## config.mk

```make
export PLATFORM = sky130hd
export DESIGN_NAME = msrv32_wr_en_gen
export DESIGN_NICKNAME = d
export VERILOG_FILES = /design/src/rtl/msrv32_pkg.sv /design/src/rtl/msrv32_wr_en_stat_ctr.sv /design/src/rtl/msrv32_wr_en_gen.sv
export SDC_FILE = /design/constraint.sdc
export NUM_CORES = 1
export LEC_CHECK = 0
export ABC_AREA = 1
export CORE_AREA = 2 2 39 41
export DETAILED_ROUTE_END_ITERATION = 10
export DIE_AREA = 0 0 41 43
export SLEW_MARGIN = 20
export SYNTH_ARGS = -nofsm -noshare
export SYNTH_HDL_FRONTEND = slang
export SYNTH_SLANG_ARGS = --single-unit
```

## constraint.sdc

```tcl
create_clock -name ms_riscv32_mp_clk_in -period 0.8 [get_ports ms_riscv32_mp_clk_in]
set_clock_uncertainty 0.1 [all_clocks]
set_input_delay 0.12 -clock ms_riscv32_mp_clk_in [delete_from_list [all_inputs] [get_ports ms_riscv32_mp_clk_in]]
set_output_delay 0.12 -clock ms_riscv32_mp_clk_in [all_outputs]
set_load 0.03 [all_outputs]
```

## src/rtl/msrv32_pkg.sv

```systemverilog
// Shared definitions for the msrv32 write-enable qualifier.
// Holds the default statistics counter width and the rf/csr enable pair type.
package msrv32_pkg;

  localparam int MSRV32_STAT_CNT_W = 32;

  // Combinational pair of write enables travelling together.
  typedef struct packed {
    logic rf;
    logic csr;
  } wr_en_t;

  // Kill both requests when the instruction in write-back is flushed.
  // Pure AND gating, so an unknown flush with no requests still gives 0.
  function automatic wr_en_t gate_wr_en(input logic flush,
                                        input logic rf_req,
                                        input logic csr_req);
    wr_en_t res;
    res.rf  = rf_req & ~flush;
    res.csr = csr_req & ~flush;
    return res;
  endfunction

endpackage

```

## src/rtl/msrv32_wr_en_stat_ctr.sv

```systemverilog
// Single enable counter with synchronous active-high reset.
// Wraps modulo 2^CNT_W; used for the write-back statistics.
module msrv32_wr_en_stat_ctr #(
  parameter int CNT_W = 32
) (
  input  logic             clk,
  input  logic             rst,
  input  logic             en,
  output logic [CNT_W-1:0] cnt
);

  localparam logic [CNT_W-1:0] ONE = {{(CNT_W-1){1'b0}}, 1'b1};

  // Count enabled cycles; reset clears, natural overflow wraps.
  always_ff @(posedge clk) begin
    if (rst) begin
      cnt <= '0;
    end else if (en) begin
      cnt <= cnt + ONE;
    end
  end

endmodule

```

## src/rtl/msrv32_wr_en_gen.sv

```systemverilog
// Write-back write-enable qualifier for the msrv32 pipeline.
// Gates the registered rf/csr write requests with flush, so a flushed
// instruction never commits. Also keeps one-cycle delayed copies of the
// gated enables and a sticky "a write was suppressed" flag.
// Optional statistics counters are built when MSRV32_WR_EN_STATS_EN is defined.
module msrv32_wr_en_gen
  import msrv32_pkg::*;
#(
  parameter int CNT_W = MSRV32_STAT_CNT_W
)
(
  input  logic ms_riscv32_mp_clk_in,
  input  logic ms_riscv32_mp_rst_in,
  input  logic flush_in,
  input  logic rf_wr_en_reg_in,
  input  logic csr_wr_en_reg_in,
  output logic wr_en_integer_file_out,
  output logic wr_en_csr_file_out,
  output logic wr_en_integer_file_q_out,
  output logic wr_en_csr_file_q_out,
`ifdef MSRV32_WR_EN_STATS_EN
  output logic [CNT_W-1:0] rf_commit_cnt_out,
  output logic [CNT_W-1:0] csr_commit_cnt_out,
  output logic [CNT_W-1:0] rf_flush_cnt_out,
  output logic [CNT_W-1:0] csr_flush_cnt_out,
`endif
  output logic wr_suppressed_sticky_out
);

  wr_en_t wr_en;
  logic   suppress_evt;

  // Gated enables: zero latency, unaffected by clock or reset.
  always_comb begin
    wr_en        = gate_wr_en(flush_in, rf_wr_en_reg_in, csr_wr_en_reg_in);
    suppress_evt = flush_in & (rf_wr_en_reg_in | csr_wr_en_reg_in);
  end

  assign wr_en_integer_file_out = wr_en.rf;
  assign wr_en_csr_file_out     = wr_en.csr;

  // Delayed enables and sticky suppression flag; reset wins over a same-edge event.
  always_ff @(posedge ms_riscv32_mp_clk_in) begin
    if (ms_riscv32_mp_rst_in) begin
      wr_en_integer_file_q_out <= 1'b0;
      wr_en_csr_file_q_out     <= 1'b0;
      wr_suppressed_sticky_out <= 1'b0;
    end else begin
      wr_en_integer_file_q_out <= wr_en.rf;
      wr_en_csr_file_q_out     <= wr_en.csr;
      if (suppress_evt) begin
        wr_suppressed_sticky_out <= 1'b1;
      end
    end
  end

`ifdef MSRV32_WR_EN_STATS_EN
  msrv32_wr_en_stat_ctr #(.CNT_W(CNT_W)) u_rf_commit_ctr (
    .clk (ms_riscv32_mp_clk_in),
    .rst (ms_riscv32_mp_rst_in),
    .en  (wr_en.rf),
    .cnt (rf_commit_cnt_out)
  );

  msrv32_wr_en_stat_ctr #(.CNT_W(CNT_W)) u_csr_commit_ctr (
    .clk (ms_riscv32_mp_clk_in),
    .rst (ms_riscv32_mp_rst_in),
    .en  (wr_en.csr),
    .cnt (csr_commit_cnt_out)
  );

  msrv32_wr_en_stat_ctr #(.CNT_W(CNT_W)) u_rf_flush_ctr (
    .clk (ms_riscv32_mp_clk_in),
    .rst (ms_riscv32_mp_rst_in),
    .en  (rf_wr_en_reg_in & flush_in),
    .cnt (rf_flush_cnt_out)
  );

  msrv32_wr_en_stat_ctr #(.CNT_W(CNT_W)) u_csr_flush_ctr (
    .clk (ms_riscv32_mp_clk_in),
    .rst (ms_riscv32_mp_rst_in),
    .en  (csr_wr_en_reg_in & flush_in),
    .cnt (csr_flush_cnt_out)
  );
`endif

endmodule

```

==> results.cfg <==
[layout]
fill_cells = 160
fin_nets = 35
fin_util = 0.1826
final_cells = 45
syn_to_final_growth_pct = 155.7
drive_above_1_share = 0.6897
n_antenna_cell = 0

[synth]
synth.yosys.seq_area_share = 0.6076
ys_top_cells_by_area = dfxtp_1, inv_1, nor3_1, nor2_1, a21oi_1
yosysWarnings = 0
synth_xor_area_frac = 0
synthSimpleGateAreaFrac = 0.1772
synth_top_cell_by_area = dfxtp_1
synth_seq_cells = 3
postSynthCellCount = 12
ys_types = 6
synth_top_family_by_area = simple AND/OR/NAND/NOR gates
synth_compound_area_frac = 0.1013
netlist_area_sq_um = 98.85
synthMuxAreaShare = 0
synth_top_area_share = 0.6076
postSynthAreaPerCell_sq_um = 8.237
synth_fa_ha_area_frac = 0
synth_fp_nets = 17

[placed_design]
dp_hpwl_microns = 214
dp.cells = 40
io_buffers = 9
gp_congestion = 0.6633

[min_path]
hp-start = flush_in
hold-path-endpoint = wr_en_csr_file_q_out
whs_path_depth = 3
holdCritPathClass = in2reg

[cts]
clock_latency_ps = 230
cts_buffers = 3
clk_pin_slew_worst_paths_ps = 40
cts-htree-levels = 1
root_buffer = clkbuf_4
cts.hold.buffers_added = 0
clock_sinks = 3
clock_path_buffers = 2
cts_tree = built

[outcome]
status = finished with violations
violations = negative setup slack

[sta]
setup_viol = 3
worst_pin_slew_ps = 168.1
drv_slew = 0
fin_ws_ps = -96.30
rsz0062_at_grt = true
finalCritPeriodShare = 1.120
fin_crit_ps = 896.3
slew_headroom = 0.8871
hold_viol = 0
max_clock_freq_ghz = 1.116

[critical_path]
critPathTopFamily = flip-flops
worst_path_largest_cell_delay_ps = 320
r2r_end = wr_suppressed_sticky_out
startpoint_type = flop
r2r-start = wr_suppressed_sticky_out
endpoint_kind = output pin
timing.reg2reg.setup_slack_ps = 50
crit_slowest_cell = dfxtp_2
path_max_fanout = 2
critPathBufInv = 1
arrival_ps = 680
path_class = reg2out
cp.required_ps = 580
ff2ff_path_depth = 3
crit_chain = buf_6

[drt]
first_pass_iters = 4
ant_nets = 0
wl_per_cell_microns = 6.600
via_per_inst = 2.889
vias = 130
wl_microns = 297
drt_iter0_markers = 1
drc = 0

[global_route]
grt_max_degree = 5
first_global_vias = 112
grt.total_usage = 0.03912
antenna_found_initial = 0
grt_overflow = 0
grt_pass1_wl_microns = 379

[floorplanning]
io_pins = 10
die_x_microns = 41
die_h_microns = 43
start_util = 0.07143
coreArea_sq_um = 1384
die-area_sq_um = 1763
num_rows = 14

[pwr]
leakage_nw = 0.1246
power_mw = 0.5260
ir_drop_mv = 0.3294
powerDensity_nw_per_um2 = 2081

[job]
drv_cap = 0
[layer usage]
| layer | up-vias | share of wire | routed length [microns] | GRT usage |
|---|---|---|---|---|
| li1 | 71 | - | - | - |
| met1 | 49 | 0.43 | 129 | 0.04167 |
| met2 | 10 | 0.44 | 131 | 0.03438 |
| met3 | 0 | 0.12 | 37 | 0 |
| met4 | 0 | 0 | 0 | 0.1000 |
| met5 | - | 0 | 0 | 0 |
[synthesized netlist by cell type]
cell and count:
dfxtp_1 3, inv_1 3, nor2_1 2, nor3_1 2, a21oi_1 1, o21ai_1 1
[placed cells by master, fill, tap and decap left out]
| cell | n |
|---|---|
| clkbuf_1 | 1 |
| buf_6 | 3 |
| o21ai_1 | 1 |
| nor2_1 | 2 |
| buf_4 | 6 |
| inv_2 | 2 |
| a21oi_1 | 1 |
| inv_1 | 1 |
| clkdlybuf4s50_1 | 1 |
| nor3_1 | 2 |
| buf_2 | 3 |
| dfxtp_2 | 3 |
| clkbuf_4 | 3 |
[flip-flops by register name (all words and copies together), names as in the netlist]
| signal | count |
|---|---|
| wr_en_integer_file_q_out | 1 |
| wr_en_csr_file_q_out | 1 |
| wr_suppressed_sticky_out | 1 |
[cells by family (layout without fill, tap and decap cells)]
| logic type | Yosys count | after routing |
|---|---|---|
| flops | 3 | 3 |
| buf+inv | 3 | 20 |
| compound gates | 2 | 2 |
| simple gates | 4 | 4 |
[cell type report]
class                   count  area (sq um)  area share
well taps                  16         20.02     0.07921
repair buffers             13         103.9      0.4109
inverters                   3         11.26     0.04455
multi-input cells           6         27.53      0.1089
flip-flops and latches      3         63.81      0.2525
clock buffers               4         26.28      0.1040
[stage by stage]
stage	instance area [sq um]	TNS, ps	setup slack (ps)	hold WS, ps
6_report	252.7	-258.7	-96.30	86.12
5_1_grt	252.7	-310.4	-117.3	95.87
4_1_cts	251.5	-294.3	-109.6	95.39
3_5_place_dp	220.2	-1427	-312.0	339.3
3_3_place_gp	220.2	-1417	-319.5	343.2
2_1_floorplan	100.1	0	28.38	81.65
[worst reg2reg max path: stages, from the launching register on]
cell and delay [ps]:
dfxtp_2 310, buf_4 120, inv_1 40, a21oi_1 50
[worst max path at each step]
| stage | from | to | slack [ps] | cells after the start |
|---|---|---|---|---|
| 5_1_grt | wr_suppressed_sticky_out | wr_suppressed_sticky_out | -120 | 1 |
| 3_3_place_gp | csr_wr_en_reg_in | wr_en_csr_file_out | -320 | 4 |
| 4_1_cts | wr_suppressed_sticky_out | wr_suppressed_sticky_out | -110 | 1 |
| 6_report | wr_suppressed_sticky_out | wr_suppressed_sticky_out | -100 | 1 |
| 2_1_floorplan | csr_wr_en_reg_in | wr_en_csr_file_out | 30 | 2 |
| 3_5_place_dp | csr_wr_en_reg_in | wr_en_csr_file_out | -310 | 4 |
[power by group]
| group | switching, mW | total [mW] | internal (mW) |
|---|---|---|---|
| Clock | 0.0749 | 0.262 | 0.187 |
| Combinational | 0.0505 | 0.100 | 0.0498 |
| Sequential | 0.00404 | 0.164 | 0.160 |
[timing repair]
item                                    4_1_cts  5_1_grt
buffers inserted                              0        1
endpoints found under the setup margin        7        5
pin swaps                                     2        1
resized for setup                            18        1
(Power assumes the default switching activity.)
